$ cat src/rtl/nqueen_solver.sv
// nqueen_solver: N-queens backtracking engine.
// One queen per row, columns held in pos[]. Safety is checked against one
// earlier row per cycle, and the search backtracks when a row runs out of
// columns. It can stop at the first solution or count every solution.
module nqueen_solver #(
    parameter int N       = 8,
    parameter int COL_W   = 3,
    parameter int COUNT_W = 16
) (
    input  logic               clk,
    input  logic               user_reset,
    input  logic               start,
    input  logic               mode,
    output logic               ready,
    output logic               sol_found,
    output logic               done,
    output logic               no_answer,
    output logic [COUNT_W-1:0] solution_count,
    input  logic [COL_W-1:0]   read_row,
    output logic [COL_W-1:0]   read_col
);

    typedef enum logic [2:0] {
        S_IDLE,
        S_INIT,
        S_CHECK,
        S_PLACE,
        S_FOUND,
        S_ADVANCE,
        S_BACKTRACK,
        S_FINISH
    } state_t;

    localparam logic [COL_W-1:0] LAST = COL_W'(N - 1);

    state_t                    state, state_nxt;
    logic [N-1:0][COL_W-1:0]   pos;
    logic [COL_W-1:0]          r, c, k;
    logic                      mode_q;
    logic [COUNT_W-1:0]        count;

    logic [COL_W-1:0]          pos_k;
    logic [COL_W:0]            col_diff, row_diff;
    logic                      conflict;

    // Attack test between the candidate (r,c) and the queen in row k.
    // The widened, ordered subtraction gives |pos[k]-c| without wrap-around.
    always_comb begin
        pos_k    = pos[k];
        col_diff = (pos_k >= c) ? ({1'b0, pos_k} - {1'b0, c})
                                : ({1'b0, c} - {1'b0, pos_k});
        row_diff = {1'b0, r} - {1'b0, k};
        conflict = (pos_k == c) || (col_diff == row_diff);
    end

    // State register.
    always_ff @(posedge clk) begin
        if (user_reset) state <= S_IDLE;
        else            state <= state_nxt;
    end

    // Next-state decode.
    always_comb begin
        state_nxt = state;
        case (state)
            S_IDLE:      if (start) state_nxt = S_INIT;
            S_INIT:      state_nxt = S_CHECK;
            S_CHECK: begin
                if (k == r)        state_nxt = S_PLACE;
                else if (conflict) state_nxt = S_ADVANCE;
            end
            S_PLACE:     state_nxt = (r == LAST) ? S_FOUND : S_CHECK;
            S_FOUND:     state_nxt = mode_q ? S_ADVANCE : S_FINISH;
            S_ADVANCE:   state_nxt = (c == LAST) ? S_BACKTRACK : S_CHECK;
            S_BACKTRACK: state_nxt = (r == '0) ? S_FINISH : S_ADVANCE;
            S_FINISH:    state_nxt = S_IDLE;
            default:     state_nxt = S_IDLE;
        endcase
    end

    // Board datapath: row/column/check cursors, column store, counter.
    always_ff @(posedge clk) begin
        if (user_reset) begin
            pos    <= '0;
            r      <= '0;
            c      <= '0;
            k      <= '0;
            mode_q <= 1'b0;
            count  <= '0;
        end else begin
            case (state)
                S_IDLE: if (start) mode_q <= mode;
                S_INIT: begin
                    r     <= '0;
                    c     <= '0;
                    k     <= '0;
                    count <= '0;
                end
                S_CHECK: if (k != r && !conflict) k <= k + COL_W'(1);
                S_PLACE: begin
                    pos[r] <= c;
                    if (r != LAST) begin
                        r <= r + COL_W'(1);
                        c <= '0;
                        k <= '0;
                    end
                end
                S_FOUND: if (count != '1) count <= count + COUNT_W'(1);
                S_ADVANCE: begin
                    if (c != LAST) begin
                        c <= c + COL_W'(1);
                        k <= '0;
                    end
                end
                S_BACKTRACK: begin
                    // Resume the previous row from the column it held.
                    if (r != '0) begin
                        r <= r - COL_W'(1);
                        c <= pos[r - COL_W'(1)];
                    end
                end
                default: ;
            endcase
        end
    end

    // Moore outputs decoded from state (FINISH splits on the final count).
    always_comb begin
        ready          = (state == S_IDLE);
        sol_found      = (state == S_FOUND);
        done           = (state == S_FINISH) && (count != '0);
        no_answer      = (state == S_FINISH) && (count == '0);
        solution_count = count;
        read_col       = (int'(read_row) < N) ? pos[read_row] : '0;
    end

endmodule

$ cat config.mk
export PLATFORM = sky130hd
export DESIGN_NAME = nqueen_solver
export DESIGN_NICKNAME = d
export VERILOG_FILES = /design/src/rtl/nqueen_solver.sv
export SDC_FILE = /design/constraint.sdc
export NUM_CORES = 1
export LEC_CHECK = 0
export CAP_MARGIN = 20
export CORE_MARGIN = 2
export CORE_UTILIZATION = 63
export DETAILED_ROUTE_END_ITERATION = 10
export PLACE_DENSITY = 0.86
export REMOVE_ABC_BUFFERS = 1
export SYNTH_ARGS = -nofsm -noshare
export SYNTH_HDL_FRONTEND = slang
export SYNTH_SLANG_ARGS = --single-unit
$ cat constraint.sdc
create_clock -name clk -period 8.9 [get_ports clk]
set_input_delay 1.335 -clock clk [delete_from_list [all_inputs] [get_ports clk]]
set_output_delay 1.335 -clock clk [all_outputs]
set_load 0.005 [all_outputs]
* Yosys cells after proc, flatten, opt, wreduce, memory -nomap -nowiden
Index checks and enable logic that the tools add are counted.
** Word-level totals
- Word-level logic and storage cells :: 102
- Input bits :: 7
- Output and inout bits :: 23
- Bits in registers :: 53
** Cells by class
- Muxes and demuxes :: 30
- Add/subtract/negate cells :: 8
- Reduce and logical (&&, ||, !) cells :: 21
- Equality and inequality tests :: 23
- Magnitude comparators :: 6
** Operators by type and width (count)
- 2-to-1 mux 3 bit :: 16
- one-hot mux 16 bit (2 select lines) :: 1
- binary-select mux 3 bit (select 3 bit) :: 3
- bitwise mux 24 bit :: 1
- one-hot mux 3 bit (4 select lines) :: 2
- one-hot mux 3 bit (8 select lines) :: 1
- equality test 3 bit, second input constant :: 6
- adder 16 x 1 -> 16 bit, second input constant :: 1
- zero test 16 bit :: 1
- < comparator 3 x 4 -> 1 bit, second input constant :: 4
- 2-to-1 mux 16 bit :: 1
- != test 16 bit, second input constant :: 1
- nonzero test 16 bit :: 1
- subtractor 3 x 3 -> 4 bit :: 3
- != test 2 bit, second input constant :: 5
- adder 3 x 1 -> 3 bit, second input constant :: 3
- demux 3 bit (select 3 bit) :: 1
- != test 3 bit, second input constant :: 3
- one-hot mux 3 bit (3 select lines) :: 1
- AND reduction 4 bit :: 2
- nonzero test 4 bit :: 2
- equality test 3 x 2 -> 1 bit, second input constant :: 2
- equality test 3 bit :: 2
- zero test 3 bit :: 2
- other kinds (16) :: 23

* Depth between registers and ports, before layout
- Depth after elaboration :: 10
- Gate-level depth with buffers :: 15
- Mapped depth without buffers :: 14

* Worst setup path after synthesis
Ideal clock, no wire load.
- Kind :: flip-flop to flip-flop
- Start point :: register k[0]
- End point :: register k[2]
- Required time :: 8826 ps
- Setup slack :: 4966 ps
- Setup time :: 74 ps
- Path buffers :: 1
- Period minus slack after synthesis :: 3934 ps
- Cell stages (with the launch flop) :: 16
- Arrival :: 3860 ps
- Path through :: dfxtp_1 clkbuf_1 mux4_2 nand2_1 and2_1 ha_1 inv_1 fa_1 inv_1 fa_1 and3_1 a211oi_1 or3_1 a221oi_4 or4b_2 a31oi_1
** Between the ends
- Longest elaborated chain between the ends :: 10
- Elaborated cells between the ends (all ways) :: 18
- Classes of those cells :: add/sub (4); order compare (1); eq/ne (4); mux (5); reduce/logical (4)
** RTL lines
- from (decl) :: line 38 : logic [COL_W-1:0] r, c, k;
- from (signal assigned) :: line 99 : S_CHECK: if (k != r && !conflict) k <= k + COL_W'(1);
- binary-select mux 3 bit (select 3 bit) :: line 49 : pos_k = pos[k];
- 2-to-1 mux 3 bit (not written as such) :: line 49
- subtractor 3 x 3 -> 4 bit (tied with other cells) :: line 51 : : ({1'b0, c} - {1'b0, pos_k});
- 2-to-1 mux 4 bit :: line 50 : col_diff = (pos_k >= c) ? ({1'b0, pos_k} - {1'b0, c})
- equality test 4 bit :: line 53 : conflict = (pos_k == c) || (col_diff == row_diff);
- logical OR 1 bit :: line 53
- zero test 1 bit :: line 99
- logical AND 1 bit :: line 99
- != test 2 bit (no source line)
- AND reduction 4 bit (no source line)
Several ways; a longest one is shown, not always the timed one. The select of a mux whose other input is x is not followed.
A chain may end at the register's enable or synchronous reset.

* Final worst setup path
- Start point :: input port read_row[0]
- End point :: output port read_col[0]
** Between the ends
- Longest elaborated chain between the ends :: 2
** RTL lines
- from (decl) :: line 19 : input logic [COL_W-1:0] read_row,
- binary-select mux 3 bit (select 3 bit) :: line 134 : read_col = (int'(read_row) < N) ? pos[read_row] : '0;
- 2-to-1 mux 3 bit (not written as such) :: line 134
- to (decl) :: line 20 : output logic [COL_W-1:0] read_col
No other way between the ends. The select of a mux whose other input is x is not followed.

==> metrics <==
clock share of power=0.275; first-pass GRT wire length=14.0 mm; Leak=0.00141 uW; Initial DRC Count=302; Post-Route WL=8.28 mm; Crit Path Class=in2out; Final Hold Fails=0; Fmax=0.215 GHz; remaining global-route overflow=0; compound-gate portion of the synthesized area=0.127; clock root cell=clkbuf_8; Seq cells post-synth=53; Pint=351 uW; via-per-instance ratio=6.29; Least-Margin Pin Slew=0.801 ns; Hold Slack=0.497 ns; CTS max path bufs=2; unrepaired setup endpoints after global routing=false; status=completed; Area growth syn-to-layout=11.4%; P_sw=167 uW; Num Clock Sinks=53; layout cells sized above 1=0.0905; Multi-input gate area=2390 um2; Tcrit/Tclk final=0.522; CTS H-tree depth=2; crit path max fanout=6; switching share of power=0.323; Rows=27; Post-synth EDFFs=0; simple-gate area share of the yosys netlist=0.223; wire length per cell=16.8 um; pwr dens=129 nW/um2; # nets final=448; CP required=7.57 ns; Post-Synth Adder-Cell Area=0.0846; Tightest Hold Check Type=reg2reg; io pins=30; Post-DP HPWL=6.22 mm; die area=6350 um2; Yosys cell types=52; Slew headroom=0.461; Syn. warnings=0; Pre-Repair DR Iteration Count=4; die width=79.7 um; Die Ht=79.7 um; global-route usage over all layers=0.279; Gate Count Post-Synth=402; Combinational Power Share=0.223; worst r2r src=k[0]; drc violations=0; fin. max-slew vios=0; main flop type after synthesis=dfxtp_1; initial antenna violation count=0; Crit-path slowest cell=clkdlybuf4s50_1; asr flop ratio synth=0; CP startpoint=read_row[0]; largest net degree at the start of global routing=43; antenna fix cells=0; via count=3,095; PostCTS Resize Cnt=0; Worst-Skew Late Latency=0.31 ns; Mapped Area=3610 um2; ANT nets after route=0; max_cap viols=0; Fin Setup TNS=0 ns; Post-CTS Setup Inserts=0; Starting Density=0.655; Avg Inst Size Synth=8.98 um2; CTS tree=built; register area=1060 um2; largest family of logic cells by synthesized area=simple AND/OR/NAND/NOR gates; Layout fillers=413; CP endpoint kind=primary output; vias in the first global route=2,990; core area=5510 um2; clock skew=0.00664 ns; Critical Path AT=3.31 ns; CP cell instances=clkdlybuf4s50_1, mux4_2, mux2_2, clkdlybuf4s50_1; gp weighted congestion=0.954; xor and xnor area share after synthesis=0.0340; sequential share of power=0.501; cell repeated most along the worst path=clkdlybuf4s50_1; clock transition at the registers of the reported paths=0.10 ns; hold_sp=mode_q; cts bufs inserted=5; # port buffers=29; maximum vdd drop=0.0000823 V; crit path launch type=input port; Worst path max stage delay=0.68 ns; hold buffer count at cts=0; sequential fraction of the synthesis area=0.294; mux share of post-synthesis cell area=0.194; Setup-failing EPs final=0; Final min period=4.65 ns
cells in the mapped netlist, types with 2 or more instances:
cell type   n  share of area
nor2_1     56          0.058
dfxtp_1    53           0.29
nand2_1    28          0.029
mux2i_1    25          0.069
a21oi_1    22          0.031
inv_1      21          0.022
clkbuf_1   19          0.020
ha_1       18          0.062
mux4_2     18           0.11
nand3_1    16          0.022
xnor2_1    13          0.032
a211oi_1   10          0.021
nand2b_1    8          0.014
nor3_1      8          0.011
o21ai_0     8          0.011
and2_1      7          0.012
nor2b_1     6          0.010
and4_1      5          0.012
nand3b_1    5          0.010
and3_1      4         0.0069
fa_1        4          0.022
mux2_2      4          0.012
a21boi_0    3         0.0062
nor3b_1     3         0.0062
nor4_1      3         0.0052
or3_1       3         0.0052
a22oi_1     2         0.0042
buf_1       2         0.0021
nand4_1     2         0.0035
o221ai_1    2         0.0049
o22ai_1     2         0.0035
o2bb2ai_1   2         0.0049
cells by family (layout without fill, tap and decap cells):
| kind of cell | count (synthesis) | after routing |
|---|---|---|
| AO/OA/AOI/OAI | 64 | 64 |
| multiplexers | 47 | 47 |
| flip-flops | 53 | 53 |
| adder cells (fa/ha/maj) | 22 | 22 |
| XOR/XNOR | 14 | 14 |
| buffers and inverters | 42 | 60 |
| AND/OR/NAND/NOR | 160 | 160 |
placed cells by master (no fill, tap or decap), types with 3 or more instances in the layout:
master and count:
nand2_1 28, inv_1 21, and2_1 7, a211oi_1 10
xnor2_1 13, nor2b_1 6, nand3b_1 5, dfxtp_1 53
mux2_2 4, a21boi_0 3, a21oi_1 22, nor2_1 56
mux2i_1 25, nor3b_1 3, and4_1 5, mux4_2 18
clkdlybuf4s50_1 29, or3_1 3, clkbuf_8 5, nor4_1 3
nand3_1 16, and3_1 4, ha_1 18, o21ai_0 8
nor3_1 8, fa_1 4, nand2b_1 8
state kept, by name (all words and copies together) (netlist names):
register	cells
r	3
pos	24
solution_count	16
k	3
mode_q	1
c	3
state	3
metrics by stage:
stage / utilization / cell area, um2 / power (uW) / instances / setup WS (ns)
floorplan: - / 3530 / 347 / 381 / 5.11
global placement: 0.711 / 3920 / 374 / 483 / 4.30
detailed placement: 0.711 / 3920 / 380 / 483 / 4.24
CTS: 0.728 / 4010 / 521 / 491 / 4.24
global route: 0.730 / 4020 / 545 / 492 / 4.19
finish: 0.730 / 4020 / 518 / 492 / 4.25
layout make-up:
cell class / instances / area share
Multi-Input combinational cell: 307 / 0.595
Sequential cell: 53 / 0.264
Timing Repair Buffer: 31 / 0.0760
Tap cell: 72 / 0.0224
Inverter: 21 / 0.0196
Clock buffer: 5 / 0.0171
Clock inverter: 3 / 0.00623
worst max-delay path, delay by kind of cell:
kind / cells / cell delay [ns]
multiplexers: 2 / 0.83
buffers and inverters: 2 / 1.15
final timing paths:
| kind | to | slack [ns] | cells after the start |
|---|---|---|---|
| max | read_col[0] | 4.25 | 4 |
| min reg2reg | mode_q | 0.50 | 2 |
| max reg2reg | k[2] | 4.73 | 14 |
| min | mode_q | 0.50 | 2 |
power by group through the flow:
| stage | Combinational [uW] | Sequential (uW) | Clock, uW |
|---|---|---|---|
| final | 116 | 260 | 143 |
| after global routing | 128 | 262 | 155 |
| after CTS | 116 | 259 | 146 |
| after detailed placement | 115 | 265 | 0 |
| after global placement | 110 | 264 | 0 |
| after floorplan | 87.7 | 259 | 0 |
routing by layer:
metal  share of wire  GRT usage  wire length (um)
met1            0.41      0.366              3430
met2            0.50      0.453              4170
met3           0.058     0.0486               477
met4           0.024      0.117               201
met5               0          0                 0
Power figures use the tool's default switching activity.
